--- config.mk ---
export PLATFORM = sky130hd
export DESIGN_NAME = game_sequencer
export DESIGN_NICKNAME = d
export VERILOG_FILES = /design/src/rtl/game_sequencer_pkg.sv /design/src/rtl/game_sequencer_jump_debounce.sv /design/src/rtl/game_sequencer.sv
export SDC_FILE = /design/constraint.sdc
export NUM_CORES = 1
export LEC_CHECK = 0
export BUFFER_PORTS_ARGS = -buffer_cell sky130_fd_sc_hd__buf_2
export CORE_ASPECT_RATIO = 0.6
export CORE_MARGIN = 3
export CORE_UTILIZATION = 42
export CTS_BUF_LIST = sky130_fd_sc_hd__clkbuf_4 sky130_fd_sc_hd__clkbuf_8
export DETAILED_ROUTE_END_ITERATION = 6
export PLACE_DENSITY = 0.59
export SYNTH_ARGS = -nofsm -noshare
export SYNTH_HDL_FRONTEND = slang
export SYNTH_SLANG_ARGS = --single-unit
--- constraint.sdc ---
create_clock -name clock -period 2.4 [get_ports clock]
set_clock_uncertainty 0.2 [all_clocks]
set_input_delay 0 -clock clock [delete_from_list [all_inputs] [get_ports clock]]
set_output_delay 0 -clock clock [all_outputs]
set_load 0.05 [all_outputs]
--- src/rtl/game_sequencer_pkg.sv ---
// Shared types and default constants for the game sequencer slice.
package game_sequencer_pkg;

  typedef enum logic [1:0] {
    ST_IDLE  = 2'd0,
    ST_START = 2'd1,
    ST_RUN   = 2'd2,
    ST_OVER  = 2'd3
  } state_t;

  localparam int DEF_TICK_DIV        = 500000;
  localparam int DEF_DEBOUNCE_TICKS  = 4;
  localparam int DEF_OVER_HOLD_TICKS = 100;
  localparam int DEF_SCORELEN        = 10;
  localparam int DEF_SPEED_STEP      = 100;
  localparam int DEF_MAX_LEVEL       = 7;

  // Bits needed to hold 0..n-1, never less than one.
  function automatic int cnt_width(input int n);
    return (n > 1) ? $clog2(n) : 1;
  endfunction

endpackage

--- src/rtl/game_sequencer_jump_debounce.sv ---
// Jump button conditioning: synchronizer, tick-rate debounce, rising-edge event.
module jump_debounce
  import game_sequencer_pkg::*;
#(
  parameter int DEBOUNCE_TICKS = DEF_DEBOUNCE_TICKS
) (
  input  logic clock,
  input  logic reset,
  input  logic sample,
  input  logic jump_in,
  output logic jev
);

  localparam int CW = cnt_width(DEBOUNCE_TICKS);

  logic          sync1;
  logic          sync2;
  logic          deb;
  logic [CW-1:0] run_cnt;
  logic          accept;

  // The last of a full run of disagreeing samples flips the debounced level.
  assign accept = sample && (sync2 != deb) && (run_cnt == CW'(DEBOUNCE_TICKS - 1));

  // Two-flop synchronizer for the asynchronous button.
  always_ff @(posedge clock or negedge reset) begin
    if (!reset) begin
      sync1 <= 1'b0;
      sync2 <= 1'b0;
    end else begin
      // NOTE: non-blocking assignments so both flops update from pre-edge values.
      sync1 <= jump_in;
      sync2 <= sync1;
    end
  end

  // Count consecutive disagreeing samples; accept the level and flag a rise.
  always_ff @(posedge clock or negedge reset) begin
    if (!reset) begin
      run_cnt <= '0;
      deb     <= 1'b0;
      jev     <= 1'b0;
    end else begin
      jev <= accept && sync2;
      if (sample) begin
        if (sync2 == deb || accept) run_cnt <= '0;
        else                        run_cnt <= run_cnt + 1'b1;
        if (accept) deb <= sync2;
      end
    end
  end

endmodule

--- src/rtl/game_sequencer.sv ---
// Game controller: prescaler, game FSM, game-over hold and speed level.
module game_sequencer
  import game_sequencer_pkg::*;
#(
  parameter int TICK_DIV        = DEF_TICK_DIV,
  parameter int DEBOUNCE_TICKS  = DEF_DEBOUNCE_TICKS,
  parameter int OVER_HOLD_TICKS = DEF_OVER_HOLD_TICKS,
  parameter int SCORELEN        = DEF_SCORELEN,
  parameter int SPEED_STEP      = DEF_SPEED_STEP,
  parameter int MAX_LEVEL       = DEF_MAX_LEVEL
) (
  input  logic                clock,
  input  logic                reset,
  input  logic                jump_in,
  input  logic                collide,
  input  logic [SCORELEN-1:0] score,
  output logic                tick,
  output logic                clear,
  output logic                pause,
  output logic                jump_req,
  output logic [2:0]          level,
  output logic [1:0]          state
);

  localparam int PW = cnt_width(TICK_DIV);
  localparam int HW = cnt_width(OVER_HOLD_TICKS + 1);

  state_t              st;
  state_t              nxt;
  logic [PW-1:0]       pre_cnt;
  logic                base;
  logic [HW-1:0]       hold_cnt;
  logic                hold_done;
  logic                jev;
  logic [SCORELEN:0]   thr;
  logic [SCORELEN+1:0] thr_sum;
  logic [SCORELEN:0]   thr_step;
  logic                step_en;
  logic                tick_d;
  logic                clear_d;
  logic                pause_d;
  logic                jump_req_d;

  assign state     = st;
  assign base      = (pre_cnt == PW'(TICK_DIV - 1));
  assign hold_done = (hold_cnt == HW'(OVER_HOLD_TICKS));

  jump_debounce #(
    .DEBOUNCE_TICKS(DEBOUNCE_TICKS)
  ) u_debounce (
    .clock  (clock),
    .reset  (reset),
    .sample (base),
    .jump_in(jump_in),
    .jev    (jev)
  );

  // Free-running prescaler, re-phased on entry to START.
  always_ff @(posedge clock or negedge reset) begin
    if (!reset)                pre_cnt <= '0;
    else if (nxt == ST_START)  pre_cnt <= '0;
    else if (base)             pre_cnt <= '0;
    else                       pre_cnt <= pre_cnt + 1'b1;
  end

  // State register.
  always_ff @(posedge clock or negedge reset) begin
    if (!reset) st <= ST_IDLE;
    else        st <= nxt;
  end

  // Next-state decode; jev outside IDLE or an expired hold is simply dropped.
  always_comb begin
    // NOTE: default first so every path assigns nxt and no latch is inferred.
    nxt = st;
    case (st)
      ST_IDLE:  if (jev)              nxt = ST_START;
      ST_START:                       nxt = ST_RUN;
      ST_RUN:   if (collide)          nxt = ST_OVER;
      ST_OVER:  if (hold_done && jev) nxt = ST_START;
      default:                        nxt = ST_IDLE;
    endcase
  end

  // Hold counter: base pulses spent in OVER, saturating at the hold length.
  always_ff @(posedge clock or negedge reset) begin
    if (!reset)                     hold_cnt <= '0;
    else if (st != ST_OVER)         hold_cnt <= '0;
    else if (base && !hold_done)    hold_cnt <= hold_cnt + 1'b1;
  end

  // Next threshold saturates at all-ones instead of wrapping.
  assign thr_sum  = {1'b0, thr} + (SCORELEN + 2)'(SPEED_STEP);
  assign thr_step = thr_sum[SCORELEN+1] ? '1 : thr_sum[SCORELEN:0];
  assign step_en  = (st == ST_RUN) && ({1'b0, score} >= thr) && (level < 3'(MAX_LEVEL));

  // Speed level: restart at 0 on START, at most one step per cycle in RUN.
  always_ff @(posedge clock or negedge reset) begin
    if (!reset) begin
      level <= 3'd0;
      thr   <= (SCORELEN + 1)'(SPEED_STEP);
    end else if (nxt == ST_START) begin
      level <= 3'd0;
      thr   <= (SCORELEN + 1)'(SPEED_STEP);
    end else if (step_en) begin
      level <= level + 3'd1;
      thr   <= thr_step;
    end
  end

  // Output decode from the upcoming state so the strobes line up with it.
  always_comb begin
    tick_d     = base && (nxt == ST_RUN);
    clear_d    = (nxt == ST_START);
    pause_d    = (nxt != ST_RUN);
    jump_req_d = (st == ST_RUN) && jev && !collide;
  end

  // Output register.
  always_ff @(posedge clock or negedge reset) begin
    if (!reset) begin
      tick     <= 1'b0;
      clear    <= 1'b0;
      pause    <= 1'b1;
      jump_req <= 1'b0;
    end else begin
      tick     <= tick_d;
      clear    <= clear_d;
      pause    <= pause_d;
      jump_req <= jump_req_d;
    end
  end

endmodule

==> flow_summary.toml, run 1 <==
[status]
status = "finished clean"

[final_layout]
final_cell_mix = "dfrtp_1, nor2_1, buf_2"
fill_cells = 594
final_common_cell = "dfrtp_1"
diodes = 0
final_core_util_pct = 52.0
area_growth_pct = 18.2
fin_area_um2 = 3230
drive_gt1_share_pct = 25.2
fin_nets = 342
finalNonFillerCells = 397

[floorplanning]
row_count = 22
ios = 23
die_w_um = 110
start_util_pct = 44.0
die_area_um2 = 7550
die_h_um = 68.5
coreArea_um2 = 6220

[sta]
maxSlewViolCount = 0
post-route-period-util_pct = 97.3
worst_hold_slack_ns = 0.0145
setup_viol = 0
grt_setup_unrepaired = "true"
tns_ns = 0
max_freq_mhz = 428
setup_ws_ns = 0.0657
hold_viol = 0
worst_slew_pin_slew_ns = 0.829
relSlewSlack_pct = 44.6
finalCriticalPeriod_ns = 2.33

[worst_setup_path]
required_ns = 2.38
worstPathMaxFanout = 3
arrival_ns = 2.32
r2r-start = "thr[0]"
end_kind = "flop"
r2r_end = "thr[9]"
ff2ff_setup_slack_ns = 0.07
path_class = "reg2reg"
critPathLaunchType = "flop"
worstRegToRegCells = 8

[run]
maxCapViolCount = 0

[clocking]
cts_buffers = 5
clk_pin_slew_worst_paths_ns = 0.09
clock_sinks = 51
ctsHtreeMaxLevel = 2
cts_buffer_depth = 2
root_buffer = "clkbuf_8"
worst_skew_pair.late_latency_ns = 0.31
cts_tree = "built"

[detailed_routing]
vias = 1992
via_per_inst = 5.02
wl_per_cell_um = 13.5
drt-pass1-iter-count = 4
drt_first_iter_violations = 119
route.detailed.drc = 0
final_antenna_net_count = 0
wl_um = 5360

[placement]
io_buffer_count = 22
place_ws_ns = -0.0665
placed_cell_area_um2 = 3060
placedCellCount = 384
gp_congestion = 0.778
dp_hpwl_um = 3990

[logic_synthesis]
syn_inst = 264
synth-seq-area-share_pct = 46.8
syn_area_um2 = 2740
avgSynthCellArea_um2 = 10.4
ys_ff_latch = 51
ys.flop_type = "dfrtp_1"
yosysWarnings = 0
synth_area_leaders = "dfrtp_1, ha_1, xnor2_1"
synth_top_area_share_pct = 43.0
synthArstFlopShare_pct = 100
synthesis.nets = 294
synth_top_area_cell = "dfrtp_1"
ys_types = 51
synth-edff-count = 0

[global_route]
antenna_found_initial = 0
grt_overflow = 0
grt_first_pass_wirelength_um = 9130
grt_pass1_vias = 1940
grt.total_usage_pct = 15.9
grt_max_degree = 32

[pwr]
power.total_mw = 1.78
p_leak_nw = 1.50
ir_drop_v = 0.000219
power_density_nw_per_um2 = 551

[min_path]
hold_path.class = "in2async"
==> registers in the layout, summed over array words and instances (netlist names) <==
signal / flops
u_debounce.sync1: 1
tick: 1
thr: 10
u_debounce.jev: 1
pause: 1
level: 3
pre_cnt: 19
u_debounce.run_cnt: 2
hold_cnt: 7
u_debounce.deb: 1
u_debounce.sync2: 1
state: 2
jump_req: 1
clear: 1
==> power by group <==
part | leakage, nW | switching (mW) | internal, mW
sequential | 0.654 | 0.0281 | 0.901
combinational | 0.788 | 0.174 | 0.126
clock | 0.0549 | 0.277 | 0.275
==> worst max path at each step <==
stage,startpoint,to,slack [ns],cells after the start
2_1_floorplan,state[1],pre_cnt[14],0.15,8
3_3_place_gp,thr[6],thr[3],-0.05,7
3_5_place_dp,thr[6],thr[3],-0.07,7
4_1_cts,thr[5],thr[9],0.03,9
5_1_grt,thr[6],thr[4],-0.03,7
6_report,thr[0],thr[9],0.07,8
==> kinds of logic (layout without fill, tap and decap cells) <==
logic type | after synthesis | in the layout | share of synthesized area, %
fa+ha+maj | 16 | 16 | 7.32
xor+xnor | 24 | 24 | 7.68
simple gates | 115 | 115 | 24.3
flops | 51 | 51 | 46.8
mux | 5 | 5 | 1.92
compound gates | 32 | 32 | 8.09
buf+inv | 21 | 70 | 3.84
==> final cells by class <==
cell class / instances / area [um^2] / area share [%]
Tap cell: 84 / 105 / 3.25
Inverter: 17 / 66.3 / 2.05
Clock buffer: 8 / 104 / 3.21
Sequential cell: 51 / 1280 / 39.6
Multi-Input combinational cell: 192 / 1370 / 42.4
Timing Repair Buffer: 45 / 305 / 9.44
==> critical path: stages (launching register included) <==
cell	delay, ns
dfrtp_1	0.38
ha_1	0.26
nand2b_1	0.15
a2111oi_2	0.43
nor4_2	0.13
or2_2	0.32
buf_4	0.15
a31oi_1	0.13
a311oi_1	0.07
==> metal layers <==
metal	global-route usage, %	wire length (um)
met3	3.63	197
met2	22.5	2080
met1	23.8	3010
met4	5.07	65
met5	0	0
==> Yosys cell counts (2+ instances only) <==
master     n
nor3_1     7
dfstp_2    4
dfrtp_1   47
inv_1     16
o311ai_0   3
nand4_1    5
xor2_1    10
mux2_2     2
or2_2      2
a21oi_1    6
o31ai_1    3
nand3_1   15
and3_1     6
mux2i_1    3
o21ai_0    7
a31oi_1    2
nor2_4     8
a21o_1     2
nor4_1     4
clkbuf_1   2
nor2_2     3
o211ai_1   2
nor2_1    32
xnor2_1   14
ha_1      16
and3_4     2
nand2_1   17
==> what timing repair did <==
action / CTS / global route
gates cloned: 0 / 0
hold buffers: 4 / 0
pin swaps: 0 / 1
setup buffers: 0 / 1
endpoints found under the hold margin: 54 / 0
gates resized for setup: 4 / 2
setup endpoints to repair: 10 / 11
Power figures use the tool's default switching activity.
==> inputs of run 2 (changes only) <==
--- a/config.mk
+++ b/config.mk
@@ -12,4 +12,5 @@
 export CTS_BUF_LIST = sky130_fd_sc_hd__clkbuf_4 sky130_fd_sc_hd__clkbuf_8
 export DETAILED_ROUTE_END_ITERATION = 6
+export HOLD_SLACK_MARGIN = 0.08
 export PLACE_DENSITY = 0.59
 export SYNTH_ARGS = -nofsm -noshare
==> constraint.sdc (replaced) <==
create_clock -name clock -period 2.4 [get_ports clock]
set_clock_uncertainty 0.2 [all_clocks]
set_input_delay 0.36 -clock clock [delete_from_list [all_inputs] [get_ports clock]]
set_output_delay 0.36 -clock clock [all_outputs]
set_load 0.05 [all_outputs]
==> run 2 against run 1 <==
Die area unchanged; sequential power about the same; global-route usage increased by 0.75 points; largest power group unchanged.
==> flow_summary.toml, run 2 (synthesis gave the netlist of run 1 again) <==
[worst_setup_path]
cp_num_cells = 9
critPathLaunchType = "flop"
critPathBufInv = 2
end_kind = "flop"
path_class = "reg2reg"
crit_start = "thr[0]"
crit_chain = "ha_1 > nand2b_1 > a2111oi_2 > buf_4 > nor4_4 > or2_2 > buf_4 > a31oi_4 > a311oi_1"
cp_common_cell = "buf_4"
arrival_ns = 2.29
crit_slowest_cell = "dfrtp_1"
r2r_end = "thr[9]"
crit_end = "thr[9]"
required_ns = 2.37
crit_family = "compound AO/OA/AOI/OAI gates"
worstPathMaxFanout = 3
r2r-start = "thr[0]"
worstRegToRegCells = 9
cpPeakStageDelay_ns = 0.39
ff2ff_setup_slack_ns = 0.08

[global_route]
grt.total_usage_pct = 16.6
grt_overflow = 0
grt_first_pass_wirelength_um = 9630
grt_pass1_vias = 1966
antenna_found_initial = 0
grt_max_degree = 52

[clocking]
cts_buffer_depth = 2
clk_pin_slew_worst_paths_ns = 0.09
cts_tree = "built"
clock_sinks = 51
cts_buffers = 5
root_buffer = "clkbuf_8"
worst_skew_pair.late_latency_ns = 0.30
ctsHtreeMaxLevel = 2
post-cts-setup-buffers = 0

[sta]
worst_slew_pin_slew_ns = 0.652
relSlewSlack_pct = 56.5
setup_viol = 0
finalCriticalPeriod_ns = 2.32
hold_viol = 0
maxSlewViolCount = 0
setup_ws_ns = 0.0764
max_freq_mhz = 430
post-route-period-util_pct = 96.8
grt_setup_unrepaired = "true"

[placement]
gp_congestion = 0.882
place_ws_ns = -0.240
io_buffer_count = 22
placed_cell_area_um2 = 3130
dp_hpwl_um = 4220

[final_layout]
largest_reg_flops = 19
area_growth_pct = 20.5
drive_gt1_share_pct = 27.6
final_common_cell = "dfrtp_1"
fin_nets = 348
largest-register = "pre_cnt"
diodes = 0
reg_top3 = "pre_cnt x19, thr x10, hold_cnt x7"
final_cell_mix = "dfrtp_1, nor2_1, buf_4"
fin_area_um2 = 3300

[detailed_routing]
drt-pass1-iter-count = 4
via_per_inst = 5.08
wl_per_cell_um = 14.0
vias = 2047
drt_first_iter_violations = 145
route.detailed.drc = 0
final_antenna_net_count = 0
wl_um = 5650

[floorplanning]
die_area_um2 = 7550
coreArea_um2 = 6220
die_w_um = 110
ios = 23
die_h_um = 68.5
start_util_pct = 44.0
row_count = 22

[pwr]
power.share.clock_pct = 30.5
power_density_nw_per_um2 = 551
ir_drop_v = 0.000254
p_leak_nw = 1.53
sw_frac_of_total_pct = 27.3
p_seq_share_pct = 51.0
p_int_mw = 1.32
combPwrFrac_pct = 18.6
power.switching_uw = 496

[status]
status = "finished clean"

[min_path]
hold_path.class = "in2reg"

[run]
maxCapViolCount = 0
## run 2: cell types whose count changed in the layout (fill, tap and decap cells not counted), sizes merged
cell,before,now
buf,41,49
dlygate4sd3,4,2
## run 2: area by class of cell
class | count | area [um^2]
clock buffer | 8 | 104
fill | 597 | 2920
inverter | 17 | 66.3
multi-input combinational | 192 | 1400
sequential | 51 | 1280
tap | 84 | 105
timing repair buffer | 51 | 345
## run 2: stage by stage
stage               utilization [%]  total power [mW]  setup TNS (ns)  cells  hold WS [ns]
global route                   53.0              1.93         -0.0727    403         0.118
floorplan                         -              1.11               0    264        -0.136
detailed placement             50.3              1.26           -1.44    393         0.144
finish                         53.0              1.82               0    403         0.133
global placement               50.3              1.25           -1.20    393         0.136
CTS                            52.4              1.82               0    403         0.127
## run 2: tightest hold or removal path, delay by kind of cell
family                 cells  cell delay (ns)
AO/OA/AOI/OAI              1             0.08
buffers and inverters      1             0.09
AND/OR/NAND/NOR            1             0.07
## run 2: worst min-delay path by stage
stage	from	slack, ns	end	cells past startpoint
2_1_floorplan	reset	-0.14	clear	0
3_3_place_gp	u_debounce.sync1	0.14	u_debounce.sync2	0
3_5_place_dp	u_debounce.sync1	0.14	u_debounce.sync2	0
4_1_cts	collide	0.13	state[0]	3
5_1_grt	collide	0.12	state[0]	3
6_report	collide	0.13	state[0]	3
## run 2: power groups by stage
stage               Sequential (mW)  Clock, mW  Combinational (mW)
floorplan                     0.976          0               0.136
global placement              0.942          0               0.310
detailed placement            0.943          0               0.319
CTS                           0.926      0.574               0.324
global route                  0.932      0.621               0.375
finish                        0.927      0.554               0.338
## run 2: what timing repair did
item                                   CTS  global route
setup endpoints to repair                7            12
gates resized for setup                  2             8
endpoints found under the hold margin   48             0
hold buffers                             2             0
## run 2: routing by layer
| layer | wire, um | global-route usage [%] |
|---|---|---|
| met1 | 3070 | 26.5 |
| met2 | 2200 | 22.7 |
| met3 | 334 | 3.63 |
| met4 | 50 | 3.53 |
| met5 | 0 | 0 |
